$ cat config.mk
export PLATFORM = sky130hd
export DESIGN_NAME = instruction_fetch
export DESIGN_NICKNAME = d
export VERILOG_FILES = /design/src/rtl/instruction_fetch_pkg.sv /design/src/rtl/instruction_fetch.sv
export SDC_FILE = /design/constraint.sdc
export NUM_CORES = 1
export LEC_CHECK = 0
export BUFFER_PORTS_ARGS = -buffer_cell sky130_fd_sc_hd__buf_4
export CAP_MARGIN = 20
export CORE_MARGIN = 5
export CORE_UTILIZATION = 55
export DETAILED_ROUTE_END_ITERATION = 16
export PLACE_DENSITY = 0.78
export SYNTH_ARGS = -nofsm -noshare
export SYNTH_HDL_FRONTEND = slang
export SYNTH_SLANG_ARGS = --single-unit
$ cat constraint.sdc
create_clock -name CLK -period 5.6 [get_ports CLK]
set_input_delay 0.28 -clock CLK [delete_from_list [all_inputs] [get_ports CLK]]
set_output_delay 0.28 -clock CLK [all_outputs]
set_load 0.01 [all_outputs]
$ cat src/rtl/instruction_fetch_pkg.sv
// instruction_fetch_pkg: fetch state encoding and constants shared with ID/EX flush logic
package instruction_fetch_pkg;
  typedef enum logic [1:0] {FETCH, HOLD, DRAIN} if_state_t;
  localparam logic [31:0] RESET_PC  = 32'h0000_0000;
  localparam logic [31:0] NOP_INSTR = 32'h0000_0013;
endpackage

$ cat src/rtl/instruction_fetch.sv
// instruction_fetch: PC owner, single-outstanding imem reader and IF->ID skid stage
module instruction_fetch
  import instruction_fetch_pkg::*;
(
  input  logic        CLK,
  input  logic        RST,
  input  logic        STALL,
  input  logic        REDIRECT,
  input  logic [31:0] REDIRECT_PC,
  output logic        IMEM_REQ,
  output logic [31:0] IMEM_ADDR,
  input  logic        IMEM_VALID,
  input  logic [31:0] IMEM_RDATA,
  output logic [31:0] IF_PC,
  output logic [31:0] IF_PC_PLUS4,
  output logic [31:0] IF_INSTRUCTION,
  output logic        IF_VALID
);
  if_state_t   state, state_n;
  logic [31:0] pc, skid_instr, skid_pc;
  always_ff @(posedge CLK)
    state <= RST ? FETCH : state_n;
  always_comb begin
    state_n = state;
    if (REDIRECT)
      state_n = (state != HOLD && !IMEM_VALID) ? DRAIN : FETCH;
    else
      case (state)
        FETCH:   state_n = (IMEM_VALID && STALL) ? HOLD : FETCH;
        HOLD:    state_n = STALL ? HOLD : FETCH;
        DRAIN:   state_n = IMEM_VALID ? FETCH : DRAIN;
        default: state_n = FETCH;
      endcase
  end
  always_comb begin
    IMEM_REQ  = (state == FETCH) && !RST;
    IMEM_ADDR = pc;
  end
  always_ff @(posedge CLK) begin
    if (RST) begin
      pc             <= RESET_PC;
      skid_instr     <= '0;
      skid_pc        <= '0;
      IF_PC          <= '0;
      IF_PC_PLUS4    <= '0;
      IF_INSTRUCTION <= NOP_INSTR;
      IF_VALID       <= 1'b0;
    end else if (REDIRECT) begin
      pc             <= REDIRECT_PC & ~32'h3;
      skid_instr     <= '0;
      skid_pc        <= '0;
      IF_INSTRUCTION <= NOP_INSTR;
      IF_VALID       <= 1'b0;
    end else if (state == FETCH && IMEM_VALID) begin
      pc <= pc + 32'd4;
      if (STALL) begin
        skid_instr <= IMEM_RDATA;
        skid_pc    <= pc;
      end else begin
        IF_PC          <= pc;
        IF_PC_PLUS4    <= pc + 32'd4;
        IF_INSTRUCTION <= IMEM_RDATA;
        IF_VALID       <= 1'b1;
      end
    end else if (state == FETCH && !STALL) begin
      IF_INSTRUCTION <= NOP_INSTR;
      IF_VALID       <= 1'b0;
    end else if (state == HOLD && !STALL) begin
      IF_PC          <= skid_pc;
      IF_PC_PLUS4    <= skid_pc + 32'd4;
      IF_INSTRUCTION <= skid_instr;
      IF_VALID       <= 1'b1;
    end
  end
endmodule
==> impl_metrics.tcl, run 1 <==
set metrics [dict create \
    syn_to_final_growth_pct 21.2 \
    timing.hold.worst.class "in2reg" \
    clock_sinks 187 \
    initial_utilization_pct 56.4 \
    root_buffer "clkbuf_16" \
    critPathMaxFanout 12 \
    count_of_vias_placed_by_the_detailed_router 8722 \
    avgSynthCellArea_um2 7.91 \
    detail_route.drc_violations 0 \
    antenna_found_initial 0 \
    arrival_time_of_the_worst_setup_path_ps 3080 \
    dieHeight_um 138 \
    maxCapViolCount 0 \
    clkLatencyLatePin_ps 430 \
    place.gp.congestion 0.910 \
    finalSetupViolations 0 \
    cts.clk_slew.worst_paths_ps 60 \
    layout-drive-gt1-share_pct 21.4 \
    tritoncts.num_buffers 17 \
    routedWlPerCell_um 18.2 \
    netlist.area_leader.share_pct 41.6 \
    critPathRequiredTime_ps 5910 \
    synth.area.top_cells "dfxtp_1 (42%), nand2_1 (10%), a21oi_1 (4.2%)" \
    synth_top_cells_by_count "nand2_1 (244), dfxtp_1 (187), nor2_1 (101)" \
    combined_area_of_all_synthesized_cells_um2 9000 \
    power_per_cell_area_nw_per_um2 278 \
    htree_num_levels 4 \
    wl_mm 26.9 \
    rows 46 \
    hold_buffers 0 \
    numPortBuffers 190 \
    boundaryPins 199 \
    insertedDiodeCount 0 \
    outcome "finished clean" \
    timing.slew.headroom_pct 36.8 \
    netlist-cell-type-count 56 \
    report.power.total_w 0.00303 \
    setup.worst_path.class "reg2reg" \
    finalClockSkew_ps 9.54 \
    grt_use_total_pct 28.1 \
    synth_flop_cell "dfxtp_1" \
    nNetsFinal 1320 \
    fin_tns_setup_ps 0 \
    core-area_um2 15900 \
    synth_seq_area_share_pct 41.6 \
    yosys.cell_count.top_type "nand2_1" \
    worst_ir_drop_vdd_mv 0.251 \
    detailedPlace.worstSlack_ps 2920 \
    cts_resized 0 \
    placed_cells 1445 \
    tritoncts_clock_tree "built" \
    static-leakage-power_nw 3.99 \
    netlist_instances 1137 \
    timing.final.hold_violations 0 \
    fin_cells 1478 \
    flip_flop_and_latch_count_after_synthesis 187 \
    largest_net_degree_at_the_start_of_global_routing 79 \
    worst_pin_slew_ps 940 \
    cp-end-kind "register" \
    slew_viol_final 0 \
    place_hpwl_mm 18.3 \
    max_freq_mhz 362 \
    rsz_0062_raised_after_global_routing "false" \
    grt_pass1_wl_mm 42.3 \
    shortest_clock_period_the_worst_path_allows_after_layout_ps 2760 \
    first_global_vias 8034 \
    total_number_of_yosys_warnings 0 \
    number_of_filler_instances_in_the_final_layout 1387 \
    min_period_over_period_pct 49.3 \
    finalInstanceArea_um2 10900 \
    asyncSetResetFlopFracSynth_pct 0 \
    floorplan_die_width_um 138 \
    cts_max_path_buffers 2 \
    detail_route.first_pass.iterations 6 \
    critical_path_start_type "register" \
    drt.antenna.violating_nets 0 \
    first_iter_violations 767 \
    floorplan.die_area_um2 19000 \
    place_area_um2 10300 \
    synth_edf_count 0 \
    sum_of_overflow_across_all_layers_after_global_routing 0 \
    synth_area_leader_cell "dfxtp_1" \
    buffers_inserted_by_post_cts_timing_repair 0 \
    final.setup.worst_slack_ps 2840 \
    via_per_inst 5.90 \
]
[final timing paths]
path / startpoint / to / slack [ps] / cells after the start
setup / recovery: IMEM_ADDR[6] / IF_PC_PLUS4[25] / 2840 / 5
hold / removal: IMEM_VALID / state[1] / 70 / 2
hold reg to reg: skid_instr[17] / skid_instr[17] / 450 / 2
setup reg to reg: IMEM_ADDR[6] / IF_PC_PLUS4[25] / 2840 / 5
[sequential cells by signal (all words and copies together), names as in the netlist]
| signal | flops |
|---|---|
| IF_VALID | 1 |
| IF_PC | 30 |
| state | 2 |
| IF_PC_PLUS4 | 30 |
| skid_instr | 32 |
| IMEM_ADDR | 30 |
| skid_pc | 30 |
| IF_INSTRUCTION | 32 |
[cells in the final DEF (no fill, tap or decap), types with 7 or more instances in the layout]
cell type,n
a211oi_1,20
a21oi_1,76
a221oi_1,32
a311oi_1,31
and3_1,8
and4_1,9
buf_4,202
clkbuf_16,17
dfxtp_1,187
inv_1,8
nand2_1,242
nand3_1,33
nand4_1,15
nor2_1,99
nor3_1,56
nor4_1,13
nor4_2,10
o21ai_0,24
or3_1,14
or4_1,7
xnor2_1,43
xor2_1,24
[report_power, final]
group          internal, W  switching [W]  leakage, nW
clock             0.000661       0.000534        0.285
combinational     0.000163       0.000223         2.18
sequential         0.00138      0.0000707         1.52
[worst max-delay path, stage by stage (launching register included)]
cell,delay [ps]
dfxtp_1,610
nand4_2,330
or4_1,850
nor4_1,480
mux2i_1,280
nand3_1,90
[area by class of cell]
class	count	area (µm²)	area share, %
repair buffers	203	1520	14.0
clock buffers	18	429	3.94
multi-input cells	831	4760	43.6
inverters	9	33.8	0.310
flip-flops and latches	187	3740	34.3
well taps	216	270	2.48
clock inverters	14	145	1.33
[routing by layer]
layer	track usage (%)	wire length, µm	up-vias
met2	43.1	12200	401
met5	0	0	-
met1	36.6	11000	4055
met3	9.76	3010	45
li1	-	-	4221
met4	10.6	618	0
[through the flow]
stage,hold WS [ps],util (%)
floorplan,357,-
global placement,441,64.7
detailed placement,447,64.7
CTS,55.6,68.3
global route,69.1,68.4
finish,65.3,68.4
[cell families (layout without fill, tap and decap cells)]
| family | Yosys count | in the layout | share of synthesized area, % |
|---|---|---|---|
| simple gates | 529 | 529 | 27.6 |
| buf+inv | 124 | 244 | 6.13 |
| mux | 6 | 6 | 0.681 |
| other cells | 1 | 6 | 0.0417 |
| xor+xnor | 67 | 67 | 6.52 |
| flops | 187 | 187 | 41.6 |
| fa+ha+maj | 3 | 3 | 0.389 |
| compound gates | 220 | 220 | 17.0 |
Note: power is estimated with default switching activity, not from simulation.
==> inputs of run 2 (changes only) <==
--- a/config.mk
+++ b/config.mk
@@ -8,9 +8,9 @@
 export BUFFER_PORTS_ARGS = -buffer_cell sky130_fd_sc_hd__buf_4
 export CAP_MARGIN = 20
 export CORE_MARGIN = 5
-export CORE_UTILIZATION = 55
+export CORE_UTILIZATION = 49
 export DETAILED_ROUTE_END_ITERATION = 16
-export PLACE_DENSITY = 0.78
+export PLACE_DENSITY = 0.73
 export SYNTH_ARGS = -nofsm -noshare
 export SYNTH_HDL_FRONTEND = slang
 export SYNTH_SLANG_ARGS = --single-unit
==> constraint.sdc (replaced) <==
create_clock -name CLK -period 2.4 [get_ports CLK]
set_input_delay 0.12 -clock CLK [delete_from_list [all_inputs] [get_ports CLK]]
set_output_delay 0.12 -clock CLK [all_outputs]
set_load 0.01 [all_outputs]
==> impl_metrics.tcl, run 2 (synthesized netlist as in run 1, its figures left out) <==
set metrics [dict create \
    finalInstanceArea_um2 11900 \
    grt_pass1_wl_mm 46.9 \
    biggestRegsByFlops "IF_INSTRUCTION x32, skid_instr x32" \
    power_report.internal_total_w 0.00524 \
    cts.clk_slew.worst_paths_ps 70 \
    drt.antenna.violating_nets 0 \
    pwr-share-seq_pct 46.3 \
    timing.final.hold_violations 0 \
    maxCapViolCount 0 \
    floorplan_die_width_um 146 \
    nNetsFinal 1426 \
    layout-drive-gt1-share_pct 23.5 \
    initial_utilization_pct 49.9 \
    tritoncts_clock_tree "built" \
    sum_of_overflow_across_all_layers_after_global_routing 0 \
    slew_viol_final 0 \
    place_area_um2 10800 \
    worst_pin_slew_ps 859 \
    detail_route.first_pass.iterations 6 \
    min_period_over_period_pct 92.1 \
    power_per_cell_area_nw_per_um2 600 \
    critPathRequiredTime_ps 2760 \
    wl_mm 29.0 \
    final.setup.worst_slack_ps 189 \
    count_of_vias_placed_by_the_detailed_router 9138 \
    shortest_clock_period_the_worst_path_allows_after_layout_ps 2210 \
    worst_ir_drop_vdd_mv 0.523 \
    clkLatencyLatePin_ps 430 \
    syn_to_final_growth_pct 32.6 \
    cts_max_path_buffers 2 \
    largest_net_degree_at_the_start_of_global_routing 89 \
    arrival_time_of_the_worst_setup_path_ps 2570 \
    rows 49 \
    dieHeight_um 146 \
    grt_use_total_pct 26.6 \
    power.switching_w 0.00192 \
    floorplan.die_area_um2 21200 \
    detail_route.drc_violations 0 \
    rsz_0062_raised_after_global_routing "false" \
    static-leakage-power_nw 4.48 \
    place.gp.congestion 0.914 \
    fin_tns_setup_ps 0 \
    critical_path_start_type "register" \
    boundaryPins 199 \
    first_iter_violations 588 \
    cp-end-kind "register" \
    clock_power_share_pct 37.8 \
    timing.slew.headroom_pct 42.5 \
    clock_sinks 187 \
    core-area_um2 18000 \
    numPortBuffers 190 \
    combPwrFrac_pct 15.9 \
    root_buffer "clkbuf_16" \
    mostFrequentLayoutCells "buf_4 (249), nand2_1 (242), dfxtp_1 (187)" \
    place_hpwl_mm 19.8 \
    first_global_vias 8812 \
    outcome "finished clean" \
    finalClockSkew_ps 7.01 \
    htree_num_levels 4 \
    via_per_inst 5.72 \
    detailedPlace.worstSlack_ps 188 \
    antenna_found_initial 0 \
    critPathMaxFanout 7 \
    max_freq_mhz 452 \
    swShare_pct 26.9 \
    final_util_pct 66.2 \
    tritoncts.num_buffers 17 \
    finalSetupViolations 0 \
    routedWlPerCell_um 18.1 \
    timing.hold.worst.class "in2reg" \
    setup.worst_path.class "reg2reg" \
    layout_commonest_cell "buf_4" \
]
-- run 2: worst paths after layout --
kind | startpoint | to | slack, ps | depth (start not counted)
worst max-delay path | skid_pc[4] | IF_PC_PLUS4[24] | 190 | 5
worst min register to register | skid_instr[25] | skid_instr[25] | 460 | 2
worst max register to register | skid_pc[4] | IF_PC_PLUS4[24] | 190 | 5
worst min-delay path | REDIRECT_PC[29] | IMEM_ADDR[29] | 10 | 3
-- run 2: what timing repair did --
action	in CTS	in global routing
hold buffers	54	0
setup buffers	0	1
endpoints found under the hold margin	60	0
resized for setup	0	1
endpoints found under the setup margin	0	1
-- run 2: final cells by class --
| type | instances | area, µm² |
|---|---|---|
| Multi-Input combinational cell | 831 | 4770 |
| Clock inverter | 9 | 90.1 |
| Inverter | 9 | 33.8 |
| Clock buffer | 23 | 478 |
| Antenna cell | 1 | 2.50 |
| Timing Repair Buffer | 309 | 2530 |
| Sequential cell | 187 | 3740 |
| Fill cell | 1542 | 6090 |
| Tap cell | 229 | 287 |
-- run 2: critical path, stage by stage (launching register included) --
cell      delay (ps)
dfxtp_1          460
nand4_1          280
or3_1            550
or4_1            510
a31oi_1          180
a21boi_1         160
-- run 2: power by group through the flow --
stage / Clock (W) / Sequential (W) / Combinational [W]
2_1_floorplan: 0 / 0.00341 / 0.000534
3_3_place_gp: 0 / 0.00338 / 0.00105
3_5_place_dp: 0 / 0.00338 / 0.00105
4_1_cts: 0.00274 / 0.00331 / 0.00113
5_1_grt: 0.00290 / 0.00333 / 0.00124
6_report: 0.00271 / 0.00331 / 0.00114
-- run 2: per-stage QoR --
step           hold WS, ps  power (W)  std cells
2_1_floorplan          197    0.00394       1142
3_3_place_gp           341    0.00442       1510
3_5_place_dp           343    0.00444       1510
4_1_cts               4.12    0.00719       1596
5_1_grt               12.2    0.00746       1597
6_report              11.3    0.00716       1598
-- run 2: layer usage --
metal / routed length [µm] / global-route usage (%) / vias to the layer above
met1: 12000 / 35.2 / 4228
met3: 2690 / 6.94 / 52
met2: 13500 / 41.9 / 430
met5: 0 / 0 / -
met4: 829 / 9.61 / 0
li1: - / - / 4428
==> inputs of run 3 (changes only) <==
--- a/config.mk
+++ b/config.mk
@@ -7,10 +7,13 @@
 export LEC_CHECK = 0
 export BUFFER_PORTS_ARGS = -buffer_cell sky130_fd_sc_hd__buf_4
 export CAP_MARGIN = 20
+export CORE_ASPECT_RATIO = 0.7
 export CORE_MARGIN = 5
 export CORE_UTILIZATION = 49
 export DETAILED_ROUTE_END_ITERATION = 16
 export PLACE_DENSITY = 0.73
+export RECOVER_POWER = 50
+export SLEW_MARGIN = 40
 export SYNTH_ARGS = -nofsm -noshare
 export SYNTH_HDL_FRONTEND = slang
 export SYNTH_SLANG_ARGS = --single-unit
==> impl_metrics.tcl, run 3 (synthesized netlist as in run 1, its figures left out) <==
set metrics [dict create \
    outcome "finished clean" \
    drt.antenna.violating_nets 0 \
    arrival_time_of_the_worst_setup_path_ps 2640 \
    place.gp.congestion 0.938 \
    static-leakage-power_nw 4.01 \
    first_iter_violations 989 \
    clock_sinks 187 \
    place_area_um2 10800 \
    placed_cells 1520 \
    number_of_filler_instances_in_the_final_layout 1627 \
    insertedDiodeCount 0 \
    grt.met1_usage_pct 42.5 \
    antenna_found_initial 0 \
    report.power.total_w 0.00719 \
    critPathMaxStageDelay_ps 460 \
    multiInputGateArea_um2 4760 \
    rows 41 \
    nNetsFinal 1435 \
    floorplan.die_area_um2 21200 \
    dieHeight_um 123 \
    power_per_cell_area_nw_per_um2 624 \
    count_of_vias_placed_by_the_detailed_router 9329 \
    worstHoldStart "REDIRECT_PC[19]" \
    max_freq_mhz 435 \
    place_hpwl_mm 21.3 \
    timing.hold.worst.class "in2reg" \
    critical_path_start_type "register" \
    via_per_inst 5.78 \
    final_util_pct 64.0 \
    timing.final.hold_violations 0 \
    htree_num_levels 4 \
    critical_path.cell_chain "nand4_1, nor4_2, nor3b_1, mux2_2, a2111oi_2" \
    rsz_0062_raised_after_global_routing "false" \
    sum_of_overflow_across_all_layers_after_global_routing 0 \
    root_buffer "clkbuf_16" \
    wl_mm 30.6 \
    cts.clk_slew.worst_paths_ps 80 \
    critPathMaxFanout 7 \
    worst_pin_slew_ps 851 \
    tritoncts.num_buffers 17 \
    buffers_inserted_by_post_cts_timing_repair 0 \
    floorplan_die_width_um 172 \
    cpMaxStageDelayCell "dfxtp_1" \
    boundaryPins 199 \
    worst_ir_drop_vdd_mv 0.496 \
    min_period_over_period_pct 95.9 \
    timing.rr.start "skid_pc[4]" \
    finalInstanceArea_um2 11500 \
    cp-end-kind "register" \
    biggestRegsByFlops "IF_INSTRUCTION x32, skid_instr x32" \
    final-seq-area_um2 3740 \
    finalSetupViolations 0 \
    use_met3_pct 8.85 \
    globalRouteMet2Util_pct 38.3 \
    detail_route.first_pass.iterations 6 \
    clkLatencyLatePin_ps 440 \
    fin_cells 1613 \
    critPathRequiredTime_ps 2730 \
    setup.worst_path.class "reg2reg" \
    worstSetupStartpoint "skid_pc[4]" \
    core-area_um2 18000 \
    first_global_vias 8482 \
    maxCapViolCount 0 \
    largest_net_degree_at_the_start_of_global_routing 94 \
    syn_to_final_growth_pct 28.1 \
    initial_utilization_pct 50.0 \
    routedWlPerCell_um 18.9 \
    layout_commonest_cell "nand2_1" \
    detail_route.drc_violations 0 \
    slew_viol_final 0 \
    mostFrequentLayoutCells "nand2_1 (242), dfxtp_1 (187), buf_4 (129)" \
    gr-max-usage-layer "met1" \
    grt_use_total_pct 27.9 \
    numPortBuffers 190 \
    fin_tns_setup_ps 0 \
    tritoncts_clock_tree "built" \
    timing.slew.headroom_pct 43.3 \
    shortest_clock_period_the_worst_path_allows_after_layout_ps 2300 \
    finalClockSkew_ps 11.9 \
    cts_max_path_buffers 2 \
    grt_pass1_wl_mm 46.7 \
    layout-drive-gt1-share_pct 14.7 \
]
==> run 3: power breakdown <==
group	switching, W	leakage (nW)	internal (W)
clock	0.00140	0.277	0.00139
combinational	0.000674	2.21	0.000423
sequential	0.0000822	1.52	0.00322
==> run 3: per-stage QoR <==
step / setup slack, ps / hold WS (ps)
floorplan: 188 / 197
global route: 21.3 / 16.4
CTS: 153 / 9.05
finish: 98.7 / 22.5
detailed placement: 176 / 346
global placement: 213 / 343
==> run 3: worst paths after layout <==
check | end | slack [ps] | cells after the start
worst max-delay path | IF_PC_PLUS4[30] | 100 | 5
worst min-delay path | IMEM_ADDR[19] | 20 | 3
worst max register to register | IF_PC_PLUS4[30] | 100 | 5
worst min register to register | IF_PC_PLUS4[5] | 450 | 2
==> run 3: metal layers <==
layer	share of wire, %	vias to the layer above
met4	1.7	0
li1	-	4438
met1	45	4332
met2	41	510
met3	13	49
met5	0	-
==> run 3: worst max-delay path, delay by kind of cell, from the launching register on <==
kind	cells	cell delay [ps]
DFF	1	460
and+or+nand+nor	3	1010
AOI/OAI and AO/OA	1	330
muxes	1	400
==> run 3: what timing repair did <==
action,4_1_cts,5_1_grt
endpoints found under the hold margin,80,0
endpoints found under the setup margin,0,2
gates resized for setup,0,2
hold buffers,61,0
==> run 3: final cells by class <==
class / instances / share of cell area (%)
Multi-Input combinational cell: 831 / 41.3
Timing Repair Buffer: 318 / 18.3
Clock inverter: 15 / 1.34
Clock buffer: 17 / 3.69
Sequential cell: 187 / 32.5
Tap cell: 236 / 2.56
Inverter: 9 / 0.293
